File: src/rtl/store_buffer.sv
// store_buffer: circular FIFO of pending CPU stores draining to data memory.
// Ports: clk/rst_n; st_* store request (st_ready, st_misaligned out);
//   ld_valid/ld_addr load probe (ld_stall out); mem_sb/sh/sw, mem_addr,
//   mem_wdata write port; empty, count status.
module store_buffer #(
    parameter int DEPTH = 4
) (
    input  logic                    clk,
    input  logic                    rst_n,
    input  logic                    st_valid,
    input  logic [1:0]              st_size,
    input  logic [31:0]             st_addr,
    input  logic [31:0]             st_data,
    output logic                    st_ready,
    output logic                    st_misaligned,
    input  logic                    ld_valid,
    input  logic [31:0]             ld_addr,
    output logic                    ld_stall,
    output logic                    mem_sb,
    output logic                    mem_sh,
    output logic                    mem_sw,
    output logic [31:0]             mem_addr,
    output logic [31:0]             mem_wdata,
    output logic                    empty,
    output logic [$clog2(DEPTH):0]  count
);
    localparam int PW = $clog2(DEPTH);
    localparam int CW = PW + 1;
    localparam logic [CW-1:0] FULL = CW'(DEPTH);

    // Entry storage is never read unless its pend bit is set, so no reset.
    logic [31:0] ent_addr_q [DEPTH];
    logic [31:0] ent_data_q [DEPTH];
    logic [1:0]  ent_size_q [DEPTH];

    logic [PW-1:0]    wr_ptr_q, wr_ptr_d;
    logic [PW-1:0]    rd_ptr_q, rd_ptr_d;
    logic [CW-1:0]    count_q, count_d;
    logic [DEPTH-1:0] pend_q, pend_d;
    logic             push;
    logic             drain;
    logic             hit;
    logic             unused_ld_lsb;

    assign unused_ld_lsb = ^ld_addr[1:0];

    always_comb begin
        st_misaligned = 1'b0;
        if (st_valid) begin
            unique case (st_size)
                2'b00:   st_misaligned = 1'b0;
                2'b01:   st_misaligned = st_addr[0];
                2'b10:   st_misaligned = |st_addr[1:0];
                default: st_misaligned = 1'b1;
            endcase
        end
    end

    // Word-granular match against every pending entry.
    always_comb begin
        hit = 1'b0;
        for (int i = 0; i < DEPTH; i++) begin
            if (pend_q[i] && (ent_addr_q[i][31:2] == ld_addr[31:2])) begin
                hit = 1'b1;
            end
        end
    end

    assign ld_stall = ld_valid && hit;
    assign empty    = (count_q == '0);
    assign count    = count_q;
    assign st_ready = (count_q != FULL);
    assign push     = st_valid && st_ready && !st_misaligned;
    // A stalled load gives up the port so its conflicting store can retire.
    assign drain    = !empty && (!ld_valid || ld_stall);

    always_comb begin
        mem_sb    = 1'b0;
        mem_sh    = 1'b0;
        mem_sw    = 1'b0;
        mem_addr  = '0;
        mem_wdata = '0;
        if (drain) begin
            mem_addr  = ent_addr_q[rd_ptr_q];
            mem_wdata = ent_data_q[rd_ptr_q];
            unique case (ent_size_q[rd_ptr_q])
                2'b00:   mem_sb = 1'b1;
                2'b01:   mem_sh = 1'b1;
                default: mem_sw = 1'b1;
            endcase
        end
    end

    // Push and pop never touch the same slot: push needs !full, pop needs !empty.
    always_comb begin
        wr_ptr_d = wr_ptr_q;
        rd_ptr_d = rd_ptr_q;
        pend_d   = pend_q;
        if (drain) begin
            pend_d[rd_ptr_q] = 1'b0;
            rd_ptr_d         = rd_ptr_q + PW'(1);
        end
        if (push) begin
            pend_d[wr_ptr_q] = 1'b1;
            wr_ptr_d         = wr_ptr_q + PW'(1);
        end
        count_d = count_q + CW'(push) - CW'(drain);
    end

    always_ff @(posedge clk or negedge rst_n) begin
        if (!rst_n) begin
            wr_ptr_q <= '0;
            rd_ptr_q <= '0;
            count_q  <= '0;
            pend_q   <= '0;
        end else begin
            wr_ptr_q <= wr_ptr_d;
            rd_ptr_q <= rd_ptr_d;
            count_q  <= count_d;
            pend_q   <= pend_d;
        end
    end

    always_ff @(posedge clk) begin
        if (push) begin
            ent_addr_q[wr_ptr_q] <= st_addr;
            ent_data_q[wr_ptr_q] <= st_data;
            ent_size_q[wr_ptr_q] <= st_size;
        end
    end

endmodule
File: config.mk
export PLATFORM = sky130hd
export DESIGN_NAME = store_buffer
export DESIGN_NICKNAME = d
export VERILOG_FILES = /design/src/rtl/store_buffer.sv
export SDC_FILE = /design/constraint.sdc
export NUM_CORES = 1
export LEC_CHECK = 0
export CAP_MARGIN = 20
export CELL_PAD_IN_SITES_DETAIL_PLACEMENT = 1
export CELL_PAD_IN_SITES_GLOBAL_PLACEMENT = 2
export CORE_MARGIN = 3
export CORE_UTILIZATION = 40
export CTS_CLUSTER_DIAMETER = 30
export DETAILED_ROUTE_END_ITERATION = 8
export PLACE_DENSITY = 0.83
export SLEW_MARGIN = 15
export SYNTH_ARGS = -nofsm -noshare
export SYNTH_HDL_FRONTEND = slang
export SYNTH_SLANG_ARGS = --single-unit
File: constraint.sdc
create_clock -name clk -period 3.9 [get_ports clk]
set_clock_uncertainty 0.05 [all_clocks]
set_input_delay 0.39 -clock clk [delete_from_list [all_inputs] [get_ports clk]]
set_output_delay 0.39 -clock clk [all_outputs]
set_load 0.005 [all_outputs]
# == Word-level counts from Yosys, hierarchy flattened ==
# Memories as Yosys holds them, arrays and structs flattened.
# Cells that the tools add are included.
# classes
addsub,4
n_lt_le_gt_ge,4
eq_ne,8
mux,22
bitwise,3
reduce_logical,19
# op_table
operator,count
30-bit == test,4
32-bit two-way mux,2
1-bit two-way mux,15
1-bit logical AND,10
4-bit two-way mux,2
2-bit by 3-bit less-than comparator with 1-bit output (second input constant),2
2-bit by 1-bit adder with 2-bit output (second input constant),2
4-bit bitwise AND,1
1-bit demux with 2-bit select,2
2-bit by 1-bit == test with 1-bit output (second input constant),2
2-bit by 1-bit >= comparator with 1-bit output (second input constant),2
2-bit logical NOT,2
4-bit NOT,1
4-bit OR,1
2-bit OR reduction,2
3-bit by 1-bit adder with 3-bit output,1
1-bit logical NOT,3
3-bit logical NOT,1
3-bit != test (second input constant),1
1-bit one-hot mux with 3 select lines,1
3-bit by 1-bit subtractor with 3-bit output,1
2-bit == test (second input constant),1
1-bit logical OR,1
# word_totals
regBits,11
ram_bits,264
out_inout_bits,74
word_cells,67
mem_count,3
# mem_list
name,depth,word_bits,rd,rd_ports_with_merged_regs,wr,line,text
ent_addr_q,4,32,5,0,1,32,logic [31:0] ent_addr_q [DEPTH];
ent_data_q,4,32,1,0,1,33,logic [31:0] ent_data_q [DEPTH];
ent_size_q,4,2,1,0,1,34,logic [1:0] ent_size_q [DEPTH];

# == Longest topological paths before layout ==
# Gate-level depths: netlist of run 1.
# depth
depth_word,12
ltp_mapped,15

# == Worst setup path before layout of run 1 ==
# Ideal clock, no wire load.
# synth_timing
path_kind,input to register
from,input port st_size[0]
to,"memory ent_addr_q[1][0], enable pin"
arrival_ps,2685
required_time_ps,3418
setup_slack_ps,733
path_stages,5
path_cell_list,o21ai_0 a21oi_1 nor2_1 clkbuf_1 and2_1
# synth_between
elab_chain_len,7
word_cells_on_any_way,9
classes_between,eq/ne: 2; mux: 4; reduce/logical: 3
# synth_lines
item,line,text
"start, declared",11,"input logic [1:0] st_size,"
"2-bit == test, or another cell as far along",50,unique case (st_size)
1-bit one-hot mux with 3 select lines (*),50,
1-bit two-way mux (*),49,if (st_valid) begin
net st_misaligned,15,"output logic st_misaligned,"
1-bit logical NOT (*),73,assign push = st_valid && st_ready && !st_misaligned;
1-bit logical AND (*),73,
1-bit two-way mux (*),125,if (push) begin
1-bit two-way mux (implied by the code) (*),126,ent_addr_q[wr_ptr_q] <= st_addr;
"end, declared",32,
# The timed path passes the listed nets; every way through them passes the cells marked *.

# == Worst setup path after layout of run 1 ==
# layout_timing
from,input port ld_addr[29]
to,output port mem_addr[21]
# layout_between
elab_chain_len,10
word_cells_on_any_way,16
classes_between,eq/ne: 4; mux: 5; reduce/logical: 7
# layout_lines
item,line,text
"start, declared",17,"input logic [31:0] ld_addr,"
30-bit == test,63,if (pend_q[i] && (ent_addr_q[i][31:2] == ld_addr[31:2])) begin
1-bit logical AND,63,
1-bit two-way mux (3 in a row),63,
1-bit two-way mux (*),63,
1-bit logical AND (*),69,assign ld_stall = ld_valid && hit;
1-bit logical OR (*),75,assign drain = !empty && (!ld_valid || ld_stall);
1-bit logical AND (*),75,
32-bit two-way mux (*),83,if (drain) begin
"end, declared",22,"output logic [31:0] mem_addr,"
# Every way passes the cells marked *; elsewhere a longest branch is shown, timed or not.

==> flow_summary_export.csv, run 1 <==
group,metric,value,unit
global_routing,grtUsageTotal,21.1,%
cells_and_area,nets,1077,
worst_setup_path,crit_top_cell,"clkdlybuf4s50_1",
worst_setup_path,worstPathArrival,3280,ps
die,dieArea,0.0331,mm2
clock_tree,clockBufferDepth,3,
sta,finalSetupTns,0,ps
sta,slew_violations,0,
cells_and_area,diodes,0,
worst_setup_path,path_max_fanout,25,
worst_setup_path,ff2ff_setup_slack,560,ps
worst_setup_path,cp-start-kind,"input port",
sta,tightest_slew,603,ps
logic_synthesis,synth_seq_area_share,66.2,%
clock_tree,htreeDepth,2,
global_routing,antenna_found_initial,2,
power,ir_drop,501,uV
power,p_leak,5.72,nW
worst_setup_path,crit_type,"in2out",
logic_synthesis,synth.net_count,835,
routing,antenna_left,0,
clock_tree,cts_root_buf,"clkbuf_16",
clock_tree,clkTransAtPathRegs,50,ps
sta,slew-limit-headroom,59.8,%
worst_setup_path,slowest_stage,"clkdlybuf4s50_1",
global_routing,grt_pass1_vias,8239,
cells_and_area,drive_gt1_share,25.0,%
routing,drc_errors,0,
clock_tree,cts_tree,"yes",
worst_setup_path,reg2reg_depth,15,
logic_synthesis,yosys_warnings,0,
logic_synthesis,netlist_area,0.0124,mm2
routing,viasPerCell,5.31,
routing,wire_per_inst,25.0,um
die,io_pins,176,
clock_tree,post_cts_buffers,0,
clock_tree,clock_sinks,275,
logic_synthesis,synth_top_area_share,64.0,%
logic_synthesis,synth_top_area_cell,"edfxtp_1",
worst_setup_path,crit_family,"buffers and inverters",
routing,drt-pass1-iter-count,5,
logic_synthesis,ys_ff_latch,275,
cells_and_area,fin_area,0.0171,mm2
logic_synthesis,syn_avg_cell_area,17.2,um2
clock_tree,clk_latency,550,ps
die,core,0.0301,mm2
run,cap_viol_max_count,0,
placement,hpwl,23.8,mm
worst_setup_path,cp.required,3460,ps
power,p_total,0.0125,W
logic_synthesis,synthDistinctLibCells,30,
worst_hold_path,worstHoldPathType,"in2async",
routing,drt-initial-drc-count,583,
worst_setup_path,crit_path_end_kind,"output pin",
sta,layout_min_cycle_time,3720,ps
worst_setup_path,r2r-start,"ent_addr_q[0][9]",
outcome,outcome,"finished clean",
clock_tree,cts_resized,0,
placement,place_area,0.0149,mm2
worst_setup_path,path_buf_inv,5,
sta,fmax,0.269,GHz
die,die_x,182,um
clock_tree,cts_hold_buf,0,
worst_setup_path,max_stage_delay,540,ps
cells_and_area,area_growth,37.8,%
global_routing,grt_max_degree,41,
routing,wirelength,35.0,mm
die,rows,63,
die,chipHeight,182,um
sta,rsz0062_at_grt,"false",
worst_setup_path,r2r_end,"count[2]",
clock_tree,numCtsBuffers,59,
placement,place_congestion,0.922,
logic_synthesis,synth_area_leaders,"edfxtp_1 64%, mux4_2 12%, xnor2_1 8.7%",
sta,hold_violations,0,
sta,setup_viol,0,
placement,io_buffer_count,173,
global_routing,grt_pass1_wl,52.3,mm
power,cellPowerDensity,732,mW/mm2
worst_setup_path,path_cells,"clkdlybuf4s50_1 > xnor2_1 > nand4_1 > nor4_1 > buf_4 > a22oi_1 > a31o_2 > clkinv_4 > buf_12 > and2_1 > clkdlybuf4s50_1",
routing,routed-via-count,7439,
global_routing,gr-total-overflow,0,
die,start_util,41.2,%
sta,fin_crit_sh,95.4,%
logic_synthesis,synthesis.instances,722,
[per-stage QoR]
stage	std cells	worst slack [ps]	utilization (%)	hold WS (ps)
finish	1402	180	56.7	137
global route	1402	1.57	56.7	166
CTS	1401	48.1	56.2	131
detailed placement	1292	14.1	49.4	535
global placement	1292	116	49.4	530
floorplan	722	733	-	44.4
[power breakdown]
part           internal [W]  switching (W)
registers           0.00378       0.000378
logic               0.00187        0.00147
clock network       0.00338        0.00162
[cell usage in the layout (no fill, tap or decap), types with 13 or more instances in the layout]
| master | instances |
|---|---|
| edfxtp_1 | 264 |
| clkdlybuf4s50_1 | 169 |
| xnor2_1 | 110 |
| mux4_2 | 66 |
| and2_1 | 65 |
| clkbuf_16 | 62 |
| nand4_1 | 56 |
| buf_4 | 53 |
| xnor2_2 | 14 |
| clkinvlp_4 | 14 |
| nor4_1 | 13 |
[registers in the layout (all words and copies together) (netlist names)]
name	flops
count	3
ent_addr_q	128
ent_data_q	128
ent_size_q	8
pend_q	4
rd_ptr_q	2
wr_ptr_q	2
[routing by layer]
layer | GRT usage [%] | share of wire, % | vias to the layer above | wire length (um)
met5 | 0 | 0.069 | - | 24
met4 | 5.36 | 1.6 | 4 | 561
met3 | 4.21 | 6.0 | 48 | 2100
met2 | 34.9 | 49 | 255 | 17300
met1 | 28.9 | 43 | 3827 | 15100
li1 | - | - | 3305 | -
[cell families (layout without fill, tap and decap cells)]
family | Yosys count | after routing | synth area share, %
AOI/OAI and AO/OA | 18 | 18 | 0.979
xor gates and xnor gates | 124 | 124 | 8.82
adders and majority gates | 11 | 11 | 1.17
buffers and inverters | 65 | 355 | 2.85
DFF | 275 | 275 | 66.2
muxes | 67 | 67 | 12.1
and+or+nand+nor | 162 | 162 | 7.91
[worst max path at each step]
stage          slack [ps]                to  cells past startpoint               from
2_1_floorplan         730  ent_addr_q[1][0]                      5         st_size[0]
3_3_place_gp          120          count[2]                     14        ld_addr[18]
3_5_place_dp           10          count[2]                     14        ld_addr[20]
4_1_cts                50      mem_addr[30]                     10  ent_addr_q[0][24]
5_1_grt                 2     mem_wdata[28]                     11  ent_addr_q[0][25]
6_report              180      mem_addr[21]                     11        ld_addr[29]
[cells in the mapped netlist]
master     instances
a21boi_0           1
a21oi_1            5
a22oi_1            4
a2bb2oi_1          4
a31o_2             1
and2_1            69
buf_1              3
buf_2             28
buf_6              9
clkbuf_1          10
clkbuf_2           4
clkinv_2           1
dfrtp_1           11
edfxtp_1         264
fa_1               1
ha_1              10
inv_1             10
mux2_1             1
mux4_2            66
nand2_1            7
nand3_1            9
nand4_1           56
nor2_1             2
nor3_1             1
nor3b_1            1
nor4_1            16
o21ai_0            3
or3_1              1
xnor2_1          123
xnor2_2            1
[area by class of cell]
class | count | area (um2)
Fill cell | 2746 | 13000
Sequential cell | 275 | 8210
Multi-Input combinational cell | 382 | 3970
Timing Repair Buffer | 235 | 2320
Clock buffer | 67 | 1550
Tap cell | 390 | 488
Clock inverter | 42 | 485
Inverter | 11 | 46.3
[worst register-to-register path, cell delays in order (launching register included)]
cell and delay (ps):
edfxtp_1 410, xnor2_1 140, buf_4 150, nand4_1 150, nor4_2 60, buf_4 140
a22oi_1 190, a31o_2 260, clkinv_4 160, buf_4 190, ha_1 270, inv_1 50
ha_1 190, fa_1 440, xnor2_1 250, xnor2_1 150
No activity file was read; power rests on OpenSTA's default activity.
==> run 2: changes to the inputs <==
- CTS_CLUSTER_SIZE: not set -> 40
- MAX_ROUTING_LAYER: not set -> met4
- REMOVE_ABC_BUFFERS: not set -> 1
==> flow_summary_export.csv, run 2 (same netlist as run 1, synthesis figures left out) <==
group,metric,value,unit
outcome,outcome,"finished clean",
routing,drt-initial-drc-count,583,
routing,routed-via-count,7330,
worst_setup_path,r2r-start,"ent_addr_q[0][19]",
sta,fin_ws,131,ps
sta,fin_crit_sh,96.6,%
cells_and_area,area_growth,34.9,%
global_routing,grtUsageTotal,21.6,%
sta,fmax,0.265,GHz
clock_tree,cts_tree,"yes",
clock_tree,cts_root_buf,"clkbuf_16",
cells_and_area,nets,1050,
sta,slew_violations,0,
worst_setup_path,crit_path_end_kind,"output pin",
run,cap_viol_max_count,0,
worst_setup_path,path_max_fanout,41,
global_routing,grt_pass1_wl,52.4,mm
global_routing,grt_pass1_vias,8285,
power,cellPowerDensity,727,mW/mm2
routing,viasPerCell,5.31,
clock_tree,cts_hold_buf,0,
cells_and_area,final_cell_mix,"264 x edfxtp_1, 172 x clkdlybuf4s50_1, 112 x xnor2_1",
global_routing,grt_max_degree,43,
power,p_leak,5.52,nW
sta,finalSetupTns,0,ps
die,io_pins,176,
clock_tree,clock_sinks,275,
sta,layout_min_cycle_time,3770,ps
routing,drc_errors,0,
die,dieArea,0.0331,mm2
clock_tree,htreeDepth,2,
cells_and_area,top_regs,"ent_addr_q (128), ent_data_q (128), ent_size_q (8)",
clock_tree,numCtsBuffers,57,
die,chipHeight,182,um
worst_setup_path,crit_type,"reg2out",
clock_tree,clockBufferDepth,3,
cells_and_area,final_cells,1381,
routing,wirelength,34.7,mm
die,start_util,41.2,%
worst_setup_path,cp.required,3460,ps
global_routing,gr-total-overflow,0,
cells_and_area,drive_gt1_share,22.4,%
die,core,0.0301,mm2
sta,hold_violations,0,
placement,dp_slack,165,ps
clock_tree,cts_resized,0,
routing,antenna_left,0,
sta,slew-limit-headroom,51.9,%
clock_tree,clkTransAtPathRegs,50,ps
sta,tightest_slew,722,ps
placement,dp.cells,1268,
routing,wire_per_inst,25.1,um
power,ir_drop,470,uV
sta,fin_hold_ws,148,ps
worst_setup_path,worstPathArrival,3330,ps
worst_setup_path,cp-startpoint,"ent_addr_q[0][19]",
global_routing,antenna_found_initial,5,
sta,setup_viol,0,
die,rows,63,
routing,drt-pass1-iter-count,7,
worst_setup_path,cp-start-kind,"register",
placement,place_congestion,0.884,
worst_hold_path,worstHoldPathType,"in2async",
cells_and_area,fillCellCount,2767,
cells_and_area,final_common_cell,"edfxtp_1",
clock_tree,post_cts_buffers,0,
die,die_x,182,um
clock_tree,clk_latency,590,ps
placement,hpwl,23.7,mm
placement,io_buffer_count,173,
[run 2: cell count changes in the layout (fill, tap and decap cells not counted), sizes merged, moves of 5 or more]
cell / before / now
buf: 61 / 37
clkbuf: 68 / 61
clkinv: 16 / 29
clkinvlp: 14 / 7
diode: 0 / 5
[run 2: critical path: stages (launching register included)]
cell	delay (ps)
edfxtp_1	420
xnor2_1	340
nand4_1	150
nor4_1	390
a22oi_1	140
a31o_2	290
clkinv_2	90
buf_12	180
and2_1	170
clkdlybuf4s50_1	570
[run 2: layout make-up]
type                            instances  area (um2)  area share, %
Tap cell                              390         488           2.92
Multi-Input combinational cell        382        3940           23.6
Antenna cell                            5        12.5         0.0748
Clock inverter                         47         465           2.78
Inverter                               11        42.5          0.254
Timing Repair Buffer                  210        2100           12.6
Sequential cell                       275        8210           49.1
Clock buffer                           61        1460           8.75
[run 2: final timing paths]
check                                         to  slack [ps]  cells past startpoint
worst max-delay path                mem_addr[26]         130                      9
worst min-delay path                   pend_q[0]         150                      1
worst max register to register          count[2]         730                     13
worst min register to register          count[0]         500                      1
max in group asynchronous            rd_ptr_q[1]        3210                      1
min in group clk                ent_addr_q[3][3]         400                      1
[run 2: per-stage QoR]
step	area [um2]	total power (W)	utilization (%)
finish	16700	0.0122	55.5
CTS	16600	0.0123	55.2
floorplan	12100	0.00591	-
detailed placement	14700	0.00747	48.8
global placement	14700	0.00741	48.8
global route	16700	0.0127	55.5
[run 2: layer usage]
layer	wire, um	up-vias	GRT usage (%)
li1	-	3256	-
met1	14000	3772	26.6
met2	17400	252	35.7
met3	2650	50	6.09
met4	641	0	5.18
met5	0	-	-
[run 2: power by group]
| group | switching (W) | internal [W] |
|---|---|---|
| Combinational | 0.00142 | 0.00182 |
| Clock | 0.00168 | 0.00307 |
| Sequential | 0.000394 | 0.00378 |
